**config.mk**
```make
export PLATFORM = sky130hd
export DESIGN_NAME = vga_sync_porch
export DESIGN_NICKNAME = d
export VERILOG_FILES = /design/src/rtl/vga_timing_pkg.sv /design/src/rtl/sync_to_count_rst.sv /design/src/rtl/vga_sync_porch.sv
export SDC_FILE = /design/constraint.sdc
export NUM_CORES = 1
export LEC_CHECK = 0
export BUFFER_PORTS_ARGS = -buffer_cell sky130_fd_sc_hd__buf_2
export CAP_MARGIN = 20
export CORE_ASPECT_RATIO = 1.5
export CORE_MARGIN = 2
export CORE_UTILIZATION = 40
export CTS_BUF_LIST = sky130_fd_sc_hd__clkbuf_8
export DETAILED_ROUTE_END_ITERATION = 7
export MAX_ROUTING_LAYER = met4
export PLACE_DENSITY = 0.61
export SETUP_SLACK_MARGIN = 0.05
export SLEW_MARGIN = 5
export SYNTH_ARGS = -nofsm -noshare
export SYNTH_HDL_FRONTEND = slang
export SYNTH_HIERARCHICAL = 1
export SYNTH_SLANG_ARGS = --single-unit
```
**constraint.sdc**
```tcl
create_clock -name i_Clk -period 1.9 [get_ports i_Clk]
set_input_delay 0.57 -clock i_Clk [delete_from_list [all_inputs] [get_ports i_Clk]]
set_output_delay 0.57 -clock i_Clk [all_outputs]
set_load 0.01 [all_outputs]
```
**src/rtl/vga_timing_pkg.sv**
```systemverilog
// 640x480@60 VGA timing constants and counter widths shared by the Pong core
// and its output sync stage.
package vga_timing_pkg;

   localparam int unsigned H_TOTAL       = 800;
   localparam int unsigned V_TOTAL       = 525;
   localparam int unsigned H_ACTIVE      = 640;
   localparam int unsigned V_ACTIVE      = 480;
   localparam int unsigned H_FRONT_PORCH = 18;
   localparam int unsigned H_BACK_PORCH  = 50;
   localparam int unsigned V_FRONT_PORCH = 10;
   localparam int unsigned V_BACK_PORCH  = 33;

   localparam int unsigned COL_CNT_W = $clog2(H_TOTAL);
   localparam int unsigned ROW_CNT_W = $clog2(V_TOTAL);

endpackage

```
**src/rtl/sync_to_count_rst.sv**
```systemverilog
// Registers HSync/VSync and rebuilds column/row counts from them; a rising
// registered VSync marks frame start and zeroes both counts on that sample.
module sync_to_count_rst
   import vga_timing_pkg::*;
#(
   parameter int unsigned TOTAL_COLS = H_TOTAL,
   parameter int unsigned TOTAL_ROWS = V_TOTAL,
   parameter int unsigned COL_W      = $clog2(TOTAL_COLS),
   parameter int unsigned ROW_W      = $clog2(TOTAL_ROWS)
) (
   input  logic             i_Clk,
   input  logic             i_Rst_L,
   input  logic             i_HSync,
   input  logic             i_VSync,
   output logic             o_HSync,
   output logic             o_VSync,
   output logic [COL_W-1:0] o_Col_Count,
   output logic [ROW_W-1:0] o_Row_Count
);

   localparam logic [COL_W-1:0] ColLast = COL_W'(TOTAL_COLS - 1);
   localparam logic [ROW_W-1:0] RowLast = ROW_W'(TOTAL_ROWS - 1);

   logic             hsync_q, vsync_q;
   logic [COL_W-1:0] col_q, col_d;
   logic [ROW_W-1:0] row_q, row_d;

   // vsync_q is the previous registered VSync, so this edge lands on the sample
   // being captured now and its counts become zero together with it.
   always_comb begin
      col_d = col_q;
      row_d = row_q;
      if (i_VSync && !vsync_q) begin
         col_d = '0;
         row_d = '0;
      end else if (col_q == ColLast) begin
         col_d = '0;
         row_d = (row_q == RowLast) ? '0 : row_q + ROW_W'(1);
      end else begin
         col_d = col_q + COL_W'(1);
      end
   end

   always_ff @(posedge i_Clk or negedge i_Rst_L) begin
      if (!i_Rst_L) begin
         hsync_q <= 1'b0;
         vsync_q <= 1'b0;
         col_q   <= '0;
         row_q   <= '0;
      end else begin
         hsync_q <= i_HSync;
         vsync_q <= i_VSync;
         col_q   <= col_d;
         row_q   <= row_d;
      end
   end

   assign o_HSync     = hsync_q;
   assign o_VSync     = vsync_q;
   assign o_Col_Count = col_q;
   assign o_Row_Count = row_q;

endmodule

```
**src/rtl/vga_sync_porch.sv**
```systemverilog
// Output stage for the VGA pins: porched active-low syncs and blanked video,
// two clocks behind the game's sync/video inputs.
module vga_sync_porch
   import vga_timing_pkg::*;
#(
   parameter int unsigned VIDEO_WIDTH   = 4,
   parameter int unsigned TOTAL_COLS    = H_TOTAL,
   parameter int unsigned TOTAL_ROWS    = V_TOTAL,
   parameter int unsigned ACTIVE_COLS   = H_ACTIVE,
   parameter int unsigned ACTIVE_ROWS   = V_ACTIVE,
   parameter int unsigned FRONT_PORCH_H = H_FRONT_PORCH,
   parameter int unsigned BACK_PORCH_H  = H_BACK_PORCH,
   parameter int unsigned FRONT_PORCH_V = V_FRONT_PORCH,
   parameter int unsigned BACK_PORCH_V  = V_BACK_PORCH
) (
   input  logic                   i_Clk,
   input  logic                   i_Rst_L,
   input  logic                   i_HSync,
   input  logic                   i_VSync,
   input  logic [VIDEO_WIDTH-1:0] i_Red_Video,
   input  logic [VIDEO_WIDTH-1:0] i_Grn_Video,
   input  logic [VIDEO_WIDTH-1:0] i_Blu_Video,
   output logic                   o_HSync,
   output logic                   o_VSync,
   output logic [VIDEO_WIDTH-1:0] o_Red_Video,
   output logic [VIDEO_WIDTH-1:0] o_Grn_Video,
   output logic [VIDEO_WIDTH-1:0] o_Blu_Video
);

   localparam int unsigned ColW = $clog2(TOTAL_COLS);
   localparam int unsigned RowW = $clog2(TOTAL_ROWS);

   // Sync pulse spans [Start, End] inclusive.
   localparam logic [ColW-1:0] HSyncStart = ColW'(ACTIVE_COLS + FRONT_PORCH_H);
   localparam logic [ColW-1:0] HSyncEnd   = ColW'(TOTAL_COLS - BACK_PORCH_H - 1);
   localparam logic [RowW-1:0] VSyncStart = RowW'(ACTIVE_ROWS + FRONT_PORCH_V);
   localparam logic [RowW-1:0] VSyncEnd   = RowW'(TOTAL_ROWS - BACK_PORCH_V - 1);

   logic                   s1_hsync, s1_vsync;
   logic [ColW-1:0]        s1_col;
   logic [RowW-1:0]        s1_row;
   logic [VIDEO_WIDTH-1:0] s1_red_q, s1_grn_q, s1_blu_q;

   logic                   hsync_q, hsync_d, vsync_q, vsync_d;
   logic [VIDEO_WIDTH-1:0] red_q, red_d, grn_q, grn_d, blu_q, blu_d;

   sync_to_count_rst #(
      .TOTAL_COLS (TOTAL_COLS),
      .TOTAL_ROWS (TOTAL_ROWS),
      .COL_W      (ColW),
      .ROW_W      (RowW)
   ) u_sync_to_count (
      .i_Clk       (i_Clk),
      .i_Rst_L     (i_Rst_L),
      .i_HSync     (i_HSync),
      .i_VSync     (i_VSync),
      .o_HSync     (s1_hsync),
      .o_VSync     (s1_vsync),
      .o_Col_Count (s1_col),
      .o_Row_Count (s1_row)
   );

   always_comb begin
      hsync_d = (s1_col < HSyncStart) || (s1_col > HSyncEnd);
      vsync_d = (s1_row < VSyncStart) || (s1_row > VSyncEnd);
      red_d   = '0;
      grn_d   = '0;
      blu_d   = '0;
      if (s1_hsync && s1_vsync) begin
         red_d = s1_red_q;
         grn_d = s1_grn_q;
         blu_d = s1_blu_q;
      end
   end

   always_ff @(posedge i_Clk or negedge i_Rst_L) begin
      if (!i_Rst_L) begin
         s1_red_q <= '0;
         s1_grn_q <= '0;
         s1_blu_q <= '0;
         hsync_q  <= 1'b1;
         vsync_q  <= 1'b1;
         red_q    <= '0;
         grn_q    <= '0;
         blu_q    <= '0;
      end else begin
         s1_red_q <= i_Red_Video;
         s1_grn_q <= i_Grn_Video;
         s1_blu_q <= i_Blu_Video;
         hsync_q  <= hsync_d;
         vsync_q  <= vsync_d;
         red_q    <= red_d;
         grn_q    <= grn_d;
         blu_q    <= blu_d;
      end
   end

   assign o_HSync     = hsync_q;
   assign o_VSync     = vsync_q;
   assign o_Red_Video = red_q;
   assign o_Grn_Video = grn_q;
   assign o_Blu_Video = blu_q;

endmodule

```
======== After elaboration in Yosys (flattened, before gate mapping) ========
Index checks and enable logic that the tools add are counted.
Widths: inputs -> output; s select.
storage, ports and cells
  bits in registers ....................... 48
  input port bits ......................... 16
  output and inout port bits .............. 14
cells by class
  magnitude comparators ................... 4
  multiplexer cells ....................... 8
  equal/unequal tests ..................... 2
  add/subtract/negate cells ............... 2
  reductions and logical operators ........ 6
operators by type and width
  kind                   number
  $mux 10                5
  $add 10x1->10 const B  2
  $eq 10x10->1 const B   2
  $mux 4                 3
  $gt 10x10->1 const B   1
  $gt 10x9->1 const B    1
  $lt 10x10->1 const B   1
  $lt 10x9->1 const B    1
  $logic_and 1x1->1      2
  $logic_or 1x1->1       2
  $reduce_bool 2->1      1
  $logic_not 1->1        1

======== Longest topological paths before layout ========
  depth after elaboration ................. 4
  mapped depth ............................ 6
  mapped depth without buffers ............ 6

======== Cells and area by module ========
The synthesis kept the hierarchy.
modules (own cells, without submodules)
  module             cells each  instances  area an instance (sq um)
  sync_to_count_rst  108         1          1137.3
  vga_sync_porch     50          1          799.5

======== Least setup slack after synthesis ========
Ideal clock, no wire load.
  path kind ............................... reg2reg
  start ................................... reg u_sync_to_count.col_q[0], in the netlist u_sync_to_count/o_Col_Count[0]
  end ..................................... reg u_sync_to_count.row_q[3], in the netlist u_sync_to_count/o_Row_Count[3]
  clock period less this slack ............ 1700 ps
  stages on the path, launching flop included .. 6
  setup time .............................. 126 ps
  arrival ................................. 1574 ps
  slack ................................... 200 ps
  path through ............................ dfrtp_1 > ha_1 > and4_4 > a31oi_2 > nor2_4 > a221o_1
on the way
  longest elaborated chain between the ends .. 2
RTL lines
  item                                RTL line                 RTL
  from (decl)                         sync_to_count_rst.sv:25  logic [COL_W-1:0] col_q, col_d;
  from (signal assigned)              sync_to_count_rst.sv:53  col_q <= col_d;
  $eq 10x10->1                        sync_to_count_rst.sv:36  end else if (col_q == ColLast) begin
  $reduce_bool 2->1 (no source line)  n/a
  to (signal assigned)                sync_to_count_rst.sv:54  row_q <= row_d;
  to (decl)                           sync_to_count_rst.sv:26  logic [ROW_W-1:0] row_q, row_d;
No other way between the ends.
A chain may end at the register's enable or synchronous reset.

======== Worst setup path in the final report ========
  start ................................... reg u_sync_to_count.row_q[0], in the netlist u_sync_to_count/o_Row_Count[0]
  end ..................................... reg u_sync_to_count.row_q[9], in the netlist u_sync_to_count/o_Row_Count[9]
on the way
  longest elaborated chain between the ends .. 4
  elaborated cells on any way between the ends .. 5
  classes of those cells .................. 1 x add/sub; 1 x eq/ne; 3 x mux
RTL lines
  item                                                  RTL line                 RTL
  $add 10x1->10 / $eq 10x10->1 (equally long branches)  sync_to_count_rst.sv:38  row_d = (row_q == RowLast) ? '0 : row_q + ROW_W'(1);
  $mux 10 (*)                                           sync_to_count_rst.sv:38
  $mux 10 (*)                                           sync_to_count_rst.sv:36
  $mux 10 (*)                                           sync_to_count_rst.sv:33  if (i_VSync && !vsync_q) begin
Mark *: on every way between the ends. The rest lies on a longest branch, timed or not. The select of a mux whose other input is x is not followed.

==> impl_metrics.ini <==
[status]
outcome = completed

[logic_synthesis]
synth_warnings = 6
synth_top_area_share = 0.5943
synthCells = 158
synth_area_um2 = 1937
synth_nets = 177
synth_ff_type = dfrtp_1
ys_async_sr_fraction = 1.000
synth_edf_count = 0
synth_cell_types = 45
ys_seq_area_frac = 0.6214
ys_ff_latch = 48
post-synth-top-count-cell = dfrtp_1
syn_avg_cell_area_um2 = 12.26
synthTopCellsByCount = 46 x dfrtp_1, 15 x and3_1, 11 x nor2_1
yosys-top-cells-area = dfrtp_1 59%, and3_1 4.8%, dfstp_2 2.7%
synth_top_cell_by_area = dfrtp_1

[drt]
vias = 1364
drc = 0
routed_wl_um = 3717
wl_met3_um = 203
maxUsedRoutingLayer = met4
postRouteAntennaNets = 0
wl_met2_um = 2005
viasPerCell = 5.186
drt-met1-wl_um = 1450
wire_per_inst_um = 14.13
drt_iter0_drc = 69
drtPass1Iterations = 4

[placement]
routabilityCongestion = 0.8454
dp_slack_ps = -42.22
port_buffers = 29
dpl.hpwl_um = 2678

[power_and_ir_drop]
power.leakage_nw = 1.077
irDropWorstVdd_mv = 0.3084
cellPowerDensity_nw_per_um2 = 922.5

[min_path]
min_path_type = in2async

[clock_tree]
root_buffer = clkbuf_8
cts_tree = yes
clk_path_buf_depth = 2
cts.clk_slew.worst_paths_ps = 90
clkLatencyLatePin_ps = 300
holdBufCountCts = 0
htree_levels = 2
cts.sinks = 48
cts-buffers-inserted = 5

[sta]
period_share = 0.8991
finalHoldViolCount = 0
setup_viol = 0
whs_ps = 215.0
worst_slew_margin_rel = 0.5390
skew_ps = 2.227
tightest_slew_ps = 690.1
setup_slack_ps = 191.6
grt_setup_unrepaired = false
fmax_mhz = 585.4
final_max_slew_viol_count = 0
finalCriticalPeriod_ps = 1708

[critical_path]
start_kind = register
path_cells = inv_1 > ha_1 > and4bb_1 > a31oi_4 > nand2_2 > o311ai_2
path_max_fanout = 7
cp_slowest_cell = dfrtp_1
cp-end-kind = register
critPathMaxStageDelay_ps = 460
crit_arrival_ps = 1910
critPathRequiredTime_ps = 2100
path_class = reg2reg

[grt]
grt.total_usage = 0.1591
grt_max_degree = 30
grt_pass1_vias = 1345
antenna_found_initial = 0
grt_overflow = 0
grt_pass1_wl_um = 6023

[floorplan]
row_count = 31
ios = 30
die_x_um = 60.82
die_h_um = 89.23
dieArea_um2 = 5426
start_util = 0.4093
coreArea_um2 = 4732

[final_layout]
fill_cells = 441
synthToLayoutAreaGrowth_pct = 19.51
final_util = 0.4892
drive_gt1_frac = 0.2893
diodes = 0
nets = 215

[flow_run]
drv_cap = 0
[cells by family after synthesis]
| kind of cell | Yosys count | synth area share |
|---|---|---|
| AOI/OAI and AO/OA | 24 | 0.1014 |
| DFF | 48 | 0.6214 |
| xor gates and xnor gates | 7 | 0.03165 |
| adders and majority gates | 3 | 0.01938 |
| and+or+nand+nor | 68 | 0.2067 |
| buffers and inverters | 8 | 0.01938 |
[layer usage]
metal,GRT usage,up-vias
li1,-,641
met1,0.1611,675
met2,0.2747,43
met3,0.03907,5
met4,0.08498,0
met5,-,-
[power by group]
group          switching (mW)  internal (mW)  leakage, nW
sequential             0.0953           1.11        0.602
combinational           0.156          0.147        0.431
clock                   0.336          0.295       0.0434
total                   0.587           1.55         1.08
[path summary, 6_finish.rpt]
check | start | end | slack (ps) | cells past startpoint
worst max-delay path | u_sync_to_count/o_Row_Count[0] | u_sync_to_count/o_Row_Count[9] | 190 | 6
worst min-delay path | i_Rst_L | s1_red_q[2] | 220 | 1
worst max register to register | u_sync_to_count/o_Row_Count[0] | u_sync_to_count/o_Row_Count[9] | 190 | 6
worst min register to register | s1_grn_q[1] | o_Grn_Video[1] | 480 | 1
max in group asynchronous | i_Rst_L | o_HSync | 1110 | 2
min in group i_Clk | i_Grn_Video[1] | s1_grn_q[1] | 370 | 1
[through the flow]
step	TNS (ps)	cell area (µm²)	total power [mW]	cells
detailed placement	-42.22	2200	1.524	255
CTS	0	2306	2.174	263
finish	0	2315	2.135	263
floorplan	0	1937	1.385	158
global route	0	2315	2.274	263
global placement	0	2200	1.521	255
[state kept, by name, indices dropped and copies added, names as in the netlist]
register	flops
o_Grn_Video	4
u_sync_to_count/o_HSync	1
o_HSync	1
u_sync_to_count/o_Col_Count	10
o_VSync	1
s1_blu_q	4
o_Blu_Video	4
s1_grn_q	4
u_sync_to_count/o_Row_Count	10
u_sync_to_count/o_VSync	1
o_Red_Video	4
s1_red_q	4
[timing repair]
action,4_1_cts,5_1_grt
pin swaps,0,0
gates cloned,0,0
buffers inserted,0,0
endpoints found under the setup margin,1,1
gates resized for setup,1,1
[layout make-up]
| class | count | area [µm²] | share of cell area |
|---|---|---|---|
| inverter | 4 | 15.01 | 0.006486 |
| tap | 66 | 82.58 | 0.03568 |
| multi-input combinational | 102 | 713.2 | 0.3081 |
| clock inverter | 2 | 15.01 | 0.006486 |
| timing repair buffer | 35 | 202.7 | 0.08757 |
| clock buffer | 6 | 82.58 | 0.03568 |
| sequential | 48 | 1204 | 0.5200 |
[worst max-delay path, delay by kind of cell, from the launching register on]
kind                       cells  cell delay [ps]
AOI/OAI and AO/OA              2              520
adders and majority gates      1              190
buffers and inverters          1               70
DFF                            1              460
and+or+nand+nor                2              370
[cell usage in the layout, fill, tap and decap left out, drive strengths merged]
cell,instances
a21oi,4
and3,15
and4,2
a31o,2
nand4b,2
buf,35
clkbuf,6
and2,2
xor2,4
a22o,3
clkinvlp,2
a221o,1
o311ai,2
o22ai,1
nand4,5
or4,1
o2bb2ai,1
o31a,1
nand3,7
o21ai,5
a31oi,3
nor3b,1
nor4b,1
ha,3
dfstp,2
nor3,4
and4bb,1
xnor2,3
nor2b,3
nand2,11
o31ai,1
dfrtp,46
inv,4
nor2,12
or3,1
Note: power is estimated with default switching activity, not from simulation.
